[src/rtl/cache_dbg_pkg.sv]
// Shared types and default widths for the cache traffic checker.
package cache_dbg_pkg;

  localparam int unsigned ADDR_W_DEF = 27;
  localparam int unsigned DATA_W_DEF = 32;
  localparam int unsigned ERR_CNT_W  = 16;

  typedef enum logic [1:0] {IDLE, ISSUE, WAIT, DONE} state_t;
  typedef enum logic [1:0] {FILL, VERIFY, MIX} phase_t;

endpackage

[src/rtl/cache_dbg_addr_gen.sv]
// Stride accumulator: walks BASE, BASE+S, BASE+2S, ... without a multiplier.
module cache_dbg_addr_gen
  import cache_dbg_pkg::*;
#(
  parameter int unsigned        ADDR_W     = ADDR_W_DEF,
  parameter logic [ADDR_W-1:0]  BASE       = '0,
  parameter logic [ADDR_W-1:0]  STRIDE     = ADDR_W'(27'h0214C0C),
  parameter logic [ADDR_W-1:0]  MIX_STRIDE = ADDR_W'(27'h0A0404C)
) (
  input  logic              clk,
  input  logic              rstn,
  input  logic              clear,
  input  logic              step,
  input  logic              sel_mix,
  output logic [ADDR_W-1:0] addr
);

  // Clear has priority over step; the sum wraps modulo 2^ADDR_W.
  always_ff @(posedge clk) begin
    if (!rstn || clear) addr <= BASE;
    else if (step)      addr <= addr + (sel_mix ? MIX_STRIDE : STRIDE);
  end

endmodule

[config.mk]
export PLATFORM = sky130hd
export DESIGN_NAME = cache_dbg_addr_gen
export DESIGN_NICKNAME = d
export VERILOG_FILES = /design/src/rtl/cache_dbg_pkg.sv /design/src/rtl/cache_dbg_addr_gen.sv
export SDC_FILE = /design/constraint.sdc
export NUM_CORES = 1
export LEC_CHECK = 0
export CAP_MARGIN = 25
export CORE_ASPECT_RATIO = 1.2
export CORE_MARGIN = 2
export CORE_UTILIZATION = 50
export CTS_CLUSTER_DIAMETER = 50
export DETAILED_ROUTE_END_ITERATION = 10
export PLACE_DENSITY = 0.78
export REMOVE_ABC_BUFFERS = 1
export SLEW_MARGIN = 20
export SYNTH_ARGS = -nofsm -noshare
export SYNTH_HDL_FRONTEND = slang
export SYNTH_SLANG_ARGS = --single-unit
export TNS_END_PERCENT = 20
[constraint.sdc]
create_clock -name clk -period 2.4 [get_ports clk]
set_input_delay 0.48 -clock clk [delete_from_list [all_inputs] [get_ports clk]]
set_output_delay 0.48 -clock clk [all_outputs]
set_load 0.005 [all_outputs]
**Word-level counts from Yosys, hierarchy flattened**

Cells that the tools add are included.

- Add/sub/neg operators: 1
- Mux-type cells: 1
- Reduce and logical (&&, ||, !) cells: 2

Operators with widths:

| kind | count |
|---|---|
| $add 27x24->27 | 1 |
| $mux 24 | 1 |
| $logic_not 1->1 | 1 |
| $logic_or 1x1->1 | 1 |

- Bits in registers: 27
- Logic and storage cells: 5

**Depth between registers and ports, before layout**

Gate-level depths: netlist of run 1.

- Word-level depth: 2
- Gate-level depth with buffers: 7
- Depth with buffers taken out: 7

**Worst setup path before layout of run 1**

OpenSTA, ideal clock, no wires.

- Path kind: input -> register
- Start point: input port sel_mix
- End point: register addr[19]
- Setup time: 0.116 ns
- Arrival: 1.909 ns
- Required time: 2.284 ns
- Setup slack: 0.375 ns
- Stages on the path: 7
- Buffers on the path: 0
- Cells stage by stage: inv_1 -> ha_1 -> nand4_2 -> a221oi_4 -> a31o_2 -> a31oi_1 -> a41o_2

- Longest elaborated chain between the ends: 2

RTL lines:

| item | RTL line | source |
|---|---|---|
| start, declared | cache_dbg_addr_gen.sv:14 | `input logic sel_mix,` |
| $mux 24 | cache_dbg_addr_gen.sv:21 | `else if (step) addr <= addr + (sel_mix ? MIX_STRIDE : STRIDE);` |
| $add 27x24->27 | cache_dbg_addr_gen.sv:21 |  |
| end signal, assigned | cache_dbg_addr_gen.sv:21 |  |
| end, declared | cache_dbg_addr_gen.sv:15 | `output logic [ADDR_W-1:0] addr` |

No other way between the ends.
A chain may end at the register's enable or synchronous reset.

**Worst setup path in the final report of run 1**

Ends and elaborated chain as after synthesis.

==> impl_metrics.env, run 1 <==
export IMPL_cts_sinks=25
export IMPL_detailroute_via_count=1601
export IMPL_r2r_end="addr[26]"
export IMPL_synth_top_cell_area_share=0.320
export IMPL_start_util=0.516
export IMPL_gp_congestion=0.873
export IMPL_largest_reg_flops=25
export IMPL_synth_top_cell_by_area="dfxtp_1"
export IMPL_dr_pass1_iters=4
export IMPL_coreArea_mm2=0.00303
export IMPL_clk_latency_ns=0.33
export IMPL_skew_ns=0.00824
export IMPL_cts_setup_buffers=0
export IMPL_cts_root_buf="clkbuf_4"
export IMPL_worst_setup_path_type="input port to register"
export IMPL_post_route_util=0.686
export IMPL_p_leak_nw=0.836
export IMPL_grt_pass1_vias=1606
export IMPL_fin_setup_tns_ns=0
export IMPL_fp_dieW_um=55.0
export IMPL_layout_drive_gt1_share=0.171
export IMPL_cp_required_ns=2.63
export IMPL_dp_slack_ns=-0.348
export IMPL_start_kind="input port"
export IMPL_clkTransAtPathRegs_ns=0.14
export IMPL_critical_path_endpoint_type="register"
export IMPL_synthFlopType="dfxtp_1"
export IMPL_rr_worst_depth=7
export IMPL_setup_violations_final=0
export IMPL_min_period_ns=2.37
export IMPL_worstSetupStartpoint="sel_mix"
export IMPL_worst_slack_ns=0.0262
export IMPL_cts_tree="yes"
export IMPL_power_uw=781
export IMPL_fp_row_count=22
export IMPL_cap_viol_max_count=0
export IMPL_die_h_um=65.2
export IMPL_path_max_fanout=6
export IMPL_drcViolationCount=0
export IMPL_numPortBuffers=29
export IMPL_ant_nets=0
export IMPL_timing_hold_ws_ns=0.488
export IMPL_outcome="complete, no violations"
export IMPL_irDropWorstVdd_mv=0.235
export IMPL_dpl_instance_area_mm2=0.00203
export IMPL_area_growth_pct=32.8
export IMPL_synth_cell_area_mm2=0.00156
export IMPL_grt_overflow=0
export IMPL_synth_edf_count=0
export IMPL_rr_startpoint="addr[2]"
export IMPL_async_flop_share=0
export IMPL_final_cells=270
export IMPL_htreeDepth=1
export IMPL_place_hpwl_um=3220
export IMPL_fill_cells=265
export IMPL_ys_types=47
export IMPL_hp_class="register to register"
export IMPL_synth_cells=187
export IMPL_grt_pass1_wl_um=6930
export IMPL_avgSynthCellArea_um2=8.36
export IMPL_critPathArrivalTime_ns=2.61
export IMPL_wl_per_cell_um=15.5
export IMPL_max_freq_mhz=421
export IMPL_endpoint="addr[19]"
export IMPL_seqCellArea_um2=500
export IMPL_hold_viol=0
export IMPL_power_density_mw_per_mm2=376
export IMPL_ys_seq_elements=25
export IMPL_nets=246
export IMPL_largest_register="addr"
export IMPL_insertedDiodeCount=0
export IMPL_antenna_found_initial=0
export IMPL_dp_cells=266
export IMPL_yosys_warnings=0
export IMPL_reg_top3="addr (25)"
export IMPL_drt_iter0_markers=40
export IMPL_reg2reg_slack_ns=0.36
export IMPL_fin_area_mm2=0.00208
export IMPL_die_area_mm2=0.00359
export IMPL_rsz0062_at_grt="yes"
export IMPL_track_usage=0.261
export IMPL_cts_buffer_depth=2
export IMPL_multi_input_area_mm2=0.00100
export IMPL_final_max_slew_viol_count=0
export IMPL_cts_hold_buffers=0
export IMPL_cts_made_buffers=3
export IMPL_io_pins=32
export IMPL_fin_crit_sh=0.989
export IMPL_wl_um=4180
export IMPL_grt_max_degree=18
export IMPL_routed_via_density=5.93
export IMPL_seq_area_frac_synth=0.320
export IMPL_ys_top_cells_by_area="dfxtp_1 (32%), ha_1 (4.8%), xor2_1 (4.5%)"
[worst max-delay path, cell delays in order]
cell and delay (ns):
clkdlybuf4s50_1 0.51, inv_1 0.10, ha_1 0.36, nand4_4 0.14, a221oi_4 0.39, a31o_2 0.26, a31oi_1 0.11, a41o_2 0.25
[power by group]
part | switching, mW | internal, mW
sequential | 0.0142 | 0.425
clock | 0.128 | 0.0652
combinational | 0.0726 | 0.0763
[what timing repair did]
| item | in CTS | in global routing |
|---|---|---|
| gates resized for setup | 0 | 4 |
| endpoints found under the hold margin | 0 | 0 |
| setup endpoints to repair | 0 | 6 |
[Yosys cell counts, types with 2 or more instances]
cell / number
nand4_2: 2
o21ai_0: 8
xor2_1: 8
a211oi_1: 6
dfxtp_1: 25
nand2b_1: 6
clkbuf_1: 8
a31oi_1: 6
or3_1: 3
a21o_1: 2
nand3_1: 5
o211ai_1: 5
buf_4: 4
inv_1: 6
nor2_1: 18
mux2i_1: 5
o2111ai_1: 2
xnor2_1: 5
nand4_1: 2
nand2_1: 16
nor2b_1: 2
a21oi_1: 10
nor3_1: 2
ha_1: 6
nor4_1: 3
[final cells by class]
cell class | instances | area share
flip-flops and latches | 25 | 0.241
well taps | 36 | 0.0217
inverters | 6 | 0.0108
clock buffers | 4 | 0.0127
repair buffers | 54 | 0.230
multi-input cells | 145 | 0.483
[cells by family after synthesis]
kind of cell | synth area share
fa+ha+maj | 0.0480
flops | 0.320
other cells | 0.00240
buf+inv | 0.0528
mux | 0.0320
compound gates | 0.249
xor+xnor | 0.0729
simple gates | 0.223
[metal layers]
| metal | GRT usage | wire, um |
|---|---|---|
| met1 | 0.283 | 1660 |
| met2 | 0.479 | 2280 |
| met3 | 0.0409 | 171 |
| met4 | 0.104 | 72 |
| met5 | 0 | 0 |
[how the worst min path moves through the flow]
stage / startpoint / endpoint / slack [ns] / depth (start not counted)
finish: addr[26] / addr[26] / 0.49 / 2
global route: addr[26] / addr[26] / 0.52 / 2
CTS: addr[26] / addr[26] / 0.49 / 2
detailed placement: addr[26] / addr[26] / 0.47 / 2
global placement: addr[26] / addr[26] / 0.46 / 2
floorplan: addr[26] / addr[26] / 0.46 / 2
[layout by cell type (no fill, tap or decap), types with 5 or more instances in the layout]
| cell | Yosys | final |
|---|---|---|
| nand3_1 | 5 | 5 |
| mux2i_1 | 5 | 5 |
| ha_1 | 6 | 6 |
| nand2b_1 | 6 | 6 |
| buf_4 | 4 | 25 |
| o211ai_1 | 5 | 5 |
| a31oi_1 | 6 | 6 |
| dfxtp_1 | 25 | 25 |
| a21oi_1 | 10 | 9 |
| xnor2_1 | 5 | 5 |
| inv_1 | 6 | 6 |
| nand2_1 | 16 | 16 |
| o21ai_0 | 8 | 8 |
| nor2_1 | 18 | 18 |
| clkdlybuf4s50_1 | 0 | 29 |
| xor2_1 | 8 | 8 |
| a211oi_1 | 6 | 6 |
Power figures use the tool's default switching activity.
==> inputs of run 2 (changes only) <==
==> constraint.sdc (replaced) <==
create_clock -name clk -period 2.9 [get_ports clk]
set_input_delay 0.58 -clock clk [delete_from_list [all_inputs] [get_ports clk]]
set_output_delay 0.58 -clock clk [all_outputs]
set_load 0.005 [all_outputs]
==> impl_metrics.env, run 2 (synthesized netlist as in run 1, its figures left out) <==
export IMPL_setup_violations_final=0
export IMPL_numPortBuffers=29
export IMPL_grt_pass1_vias=1463
export IMPL_largest_register="addr"
export IMPL_detailroute_via_count=1453
export IMPL_cts_buffer_depth=2
export IMPL_place_hpwl_um=2680
export IMPL_drt_iter0_markers=40
export IMPL_hp_class="register to register"
export IMPL_cts_made_buffers=3
export IMPL_post_route_util=0.628
export IMPL_gp_congestion=0.834
export IMPL_wl_per_cell_um=14.4
export IMPL_fin_setup_tns_ns=0
export IMPL_skew_ns=0.0152
export IMPL_min_period_ns=2.51
export IMPL_routed_via_density=5.84
export IMPL_fin_crit_sh=0.867
export IMPL_fp_row_count=22
export IMPL_critPathBufInv=2
export IMPL_cp_required_ns=3.13
export IMPL_cts_setup_buffers=0
export IMPL_layout_drive_gt1_share=0.0845
export IMPL_dr_pass1_iters=4
export IMPL_grt_max_degree=22
export IMPL_clk_latency_ns=0.33
export IMPL_layout_commonest_cell="clkdlybuf4s50_1"
export IMPL_ctsResizeCount=0
export IMPL_worst_setup_path_type="input port to register"
export IMPL_irDropWorstVdd_mv=0.235
export IMPL_timing_hold_ws_ns=0.484
export IMPL_mostFrequentLayoutCells="clkdlybuf4s50_1 (29), dfxtp_1 (25), nor2_1 (18)"
export IMPL_cp_top_family="compound AO/OA/AOI/OAI gates"
export IMPL_drcViolationCount=0
export IMPL_largest_reg_flops=25
export IMPL_insertedDiodeCount=0
export IMPL_cts_root_buf="clkbuf_4"
export IMPL_path_max_fanout=7
export IMPL_cap_viol_max_count=0
export IMPL_nets=225
export IMPL_max_stage_delay_ns=0.52
export IMPL_final_max_slew_viol_count=0
export IMPL_coreArea_mm2=0.00303
export IMPL_max_freq_mhz=398
export IMPL_htreeDepth=1
export IMPL_track_usage=0.219
export IMPL_cts_hold_buffers=0
export IMPL_power_density_mw_per_mm2=332
export IMPL_ant_nets=0
export IMPL_critical_path_endpoint_type="register"
export IMPL_clkTransAtPathRegs_ns=0.14
export IMPL_fp_dieW_um=55.0
export IMPL_grt_overflow=0
export IMPL_reg2reg_slack_ns=0.78
export IMPL_grt_pass1_wl_um=6020
export IMPL_p_leak_nw=0.722
export IMPL_reg_top3="addr (25)"
export IMPL_crit_slowest_cell="clkdlybuf4s50_1"
export IMPL_outcome="complete, no violations"
export IMPL_die_area_mm2=0.00359
export IMPL_hold_viol=0
export IMPL_critPathArrivalTime_ns=2.75
export IMPL_wl_um=3590
export IMPL_rsz0062_at_grt="no"
export IMPL_worstPathCellList="clkdlybuf4s50_1 > inv_1 > ha_1 > nand4_2 > a221oi_4 > a31o_2 > a31oi_1 > a41o_2"
export IMPL_die_h_um=65.2
export IMPL_cts_tree="yes"
export IMPL_cts_sinks=25
export IMPL_antenna_found_initial=0
export IMPL_area_growth_pct=21.7
export IMPL_start_util=0.516
export IMPL_start_kind="input port"
export IMPL_io_pins=32
run 2: layout make-up:
class,instances,area [um2]
repair buffers,33,320
flip-flops and latches,25,500
fillers,275,1130
clock buffers,3,22.5
inverters,6,22.5
multi-input cells,145,983
clock inverters,1,7.51
well taps,36,45.0
run 2: final timing paths:
check / from / endpoint / depth (start not counted)
setup reg to reg: addr[2] / addr[20] / 7
hold / removal: addr[26] / addr[26] / 2
hold reg to reg: addr[26] / addr[26] / 2
setup / recovery: sel_mix / addr[19] / 8
run 2: worst min-delay path: cells and delay by family, from the launching register on:
kind / cells / cell delay, ns
muxes: 1 / 0.06
and+or+nand+nor: 1 / 0.05
DFF: 1 / 0.34
run 2: report_power, final:
| part | switching (mW) | total, mW | internal, mW |
|---|---|---|---|
| logic | 0.0524 | 0.0988 | 0.0464 |
| clock network | 0.116 | 0.169 | 0.0528 |
| registers | 0.0115 | 0.363 | 0.352 |
run 2: metal layers:
metal,vias up,part of all wire,GRT usage
li1,733,-,-
met1,679,0.43,0.251
met2,37,0.52,0.391
met3,4,0.042,0.0341
met4,0,0.010,0.0793
met5,-,0,0
run 2: per-stage QoR:
step,std cells,setup slack [ns],power (mW),area [um2]
floorplan,176,0.775,0.425,1510
global placement,245,0.136,0.468,1870
detailed placement,245,0.0496,0.470,1870
CTS,249,0.400,0.638,1900
global route,249,0.233,0.661,1900
finish,249,0.386,0.631,1900
==> inputs of run 3 (changes only) <==
--- a/config.mk
+++ b/config.mk
@@ -5,7 +5,7 @@
 export SDC_FILE = /design/constraint.sdc
 export NUM_CORES = 1
 export LEC_CHECK = 0
-export CAP_MARGIN = 25
+export CAP_MARGIN = 20
 export CORE_ASPECT_RATIO = 1.2
 export CORE_MARGIN = 2
 export CORE_UTILIZATION = 50
@@ -13,7 +13,6 @@
 export DETAILED_ROUTE_END_ITERATION = 10
 export PLACE_DENSITY = 0.78
 export REMOVE_ABC_BUFFERS = 1
-export SLEW_MARGIN = 20
 export SYNTH_ARGS = -nofsm -noshare
 export SYNTH_HDL_FRONTEND = slang
 export SYNTH_SLANG_ARGS = --single-unit
==> results of run 3 <==
Final layout, timing and power as in run 2 (identical DEF).
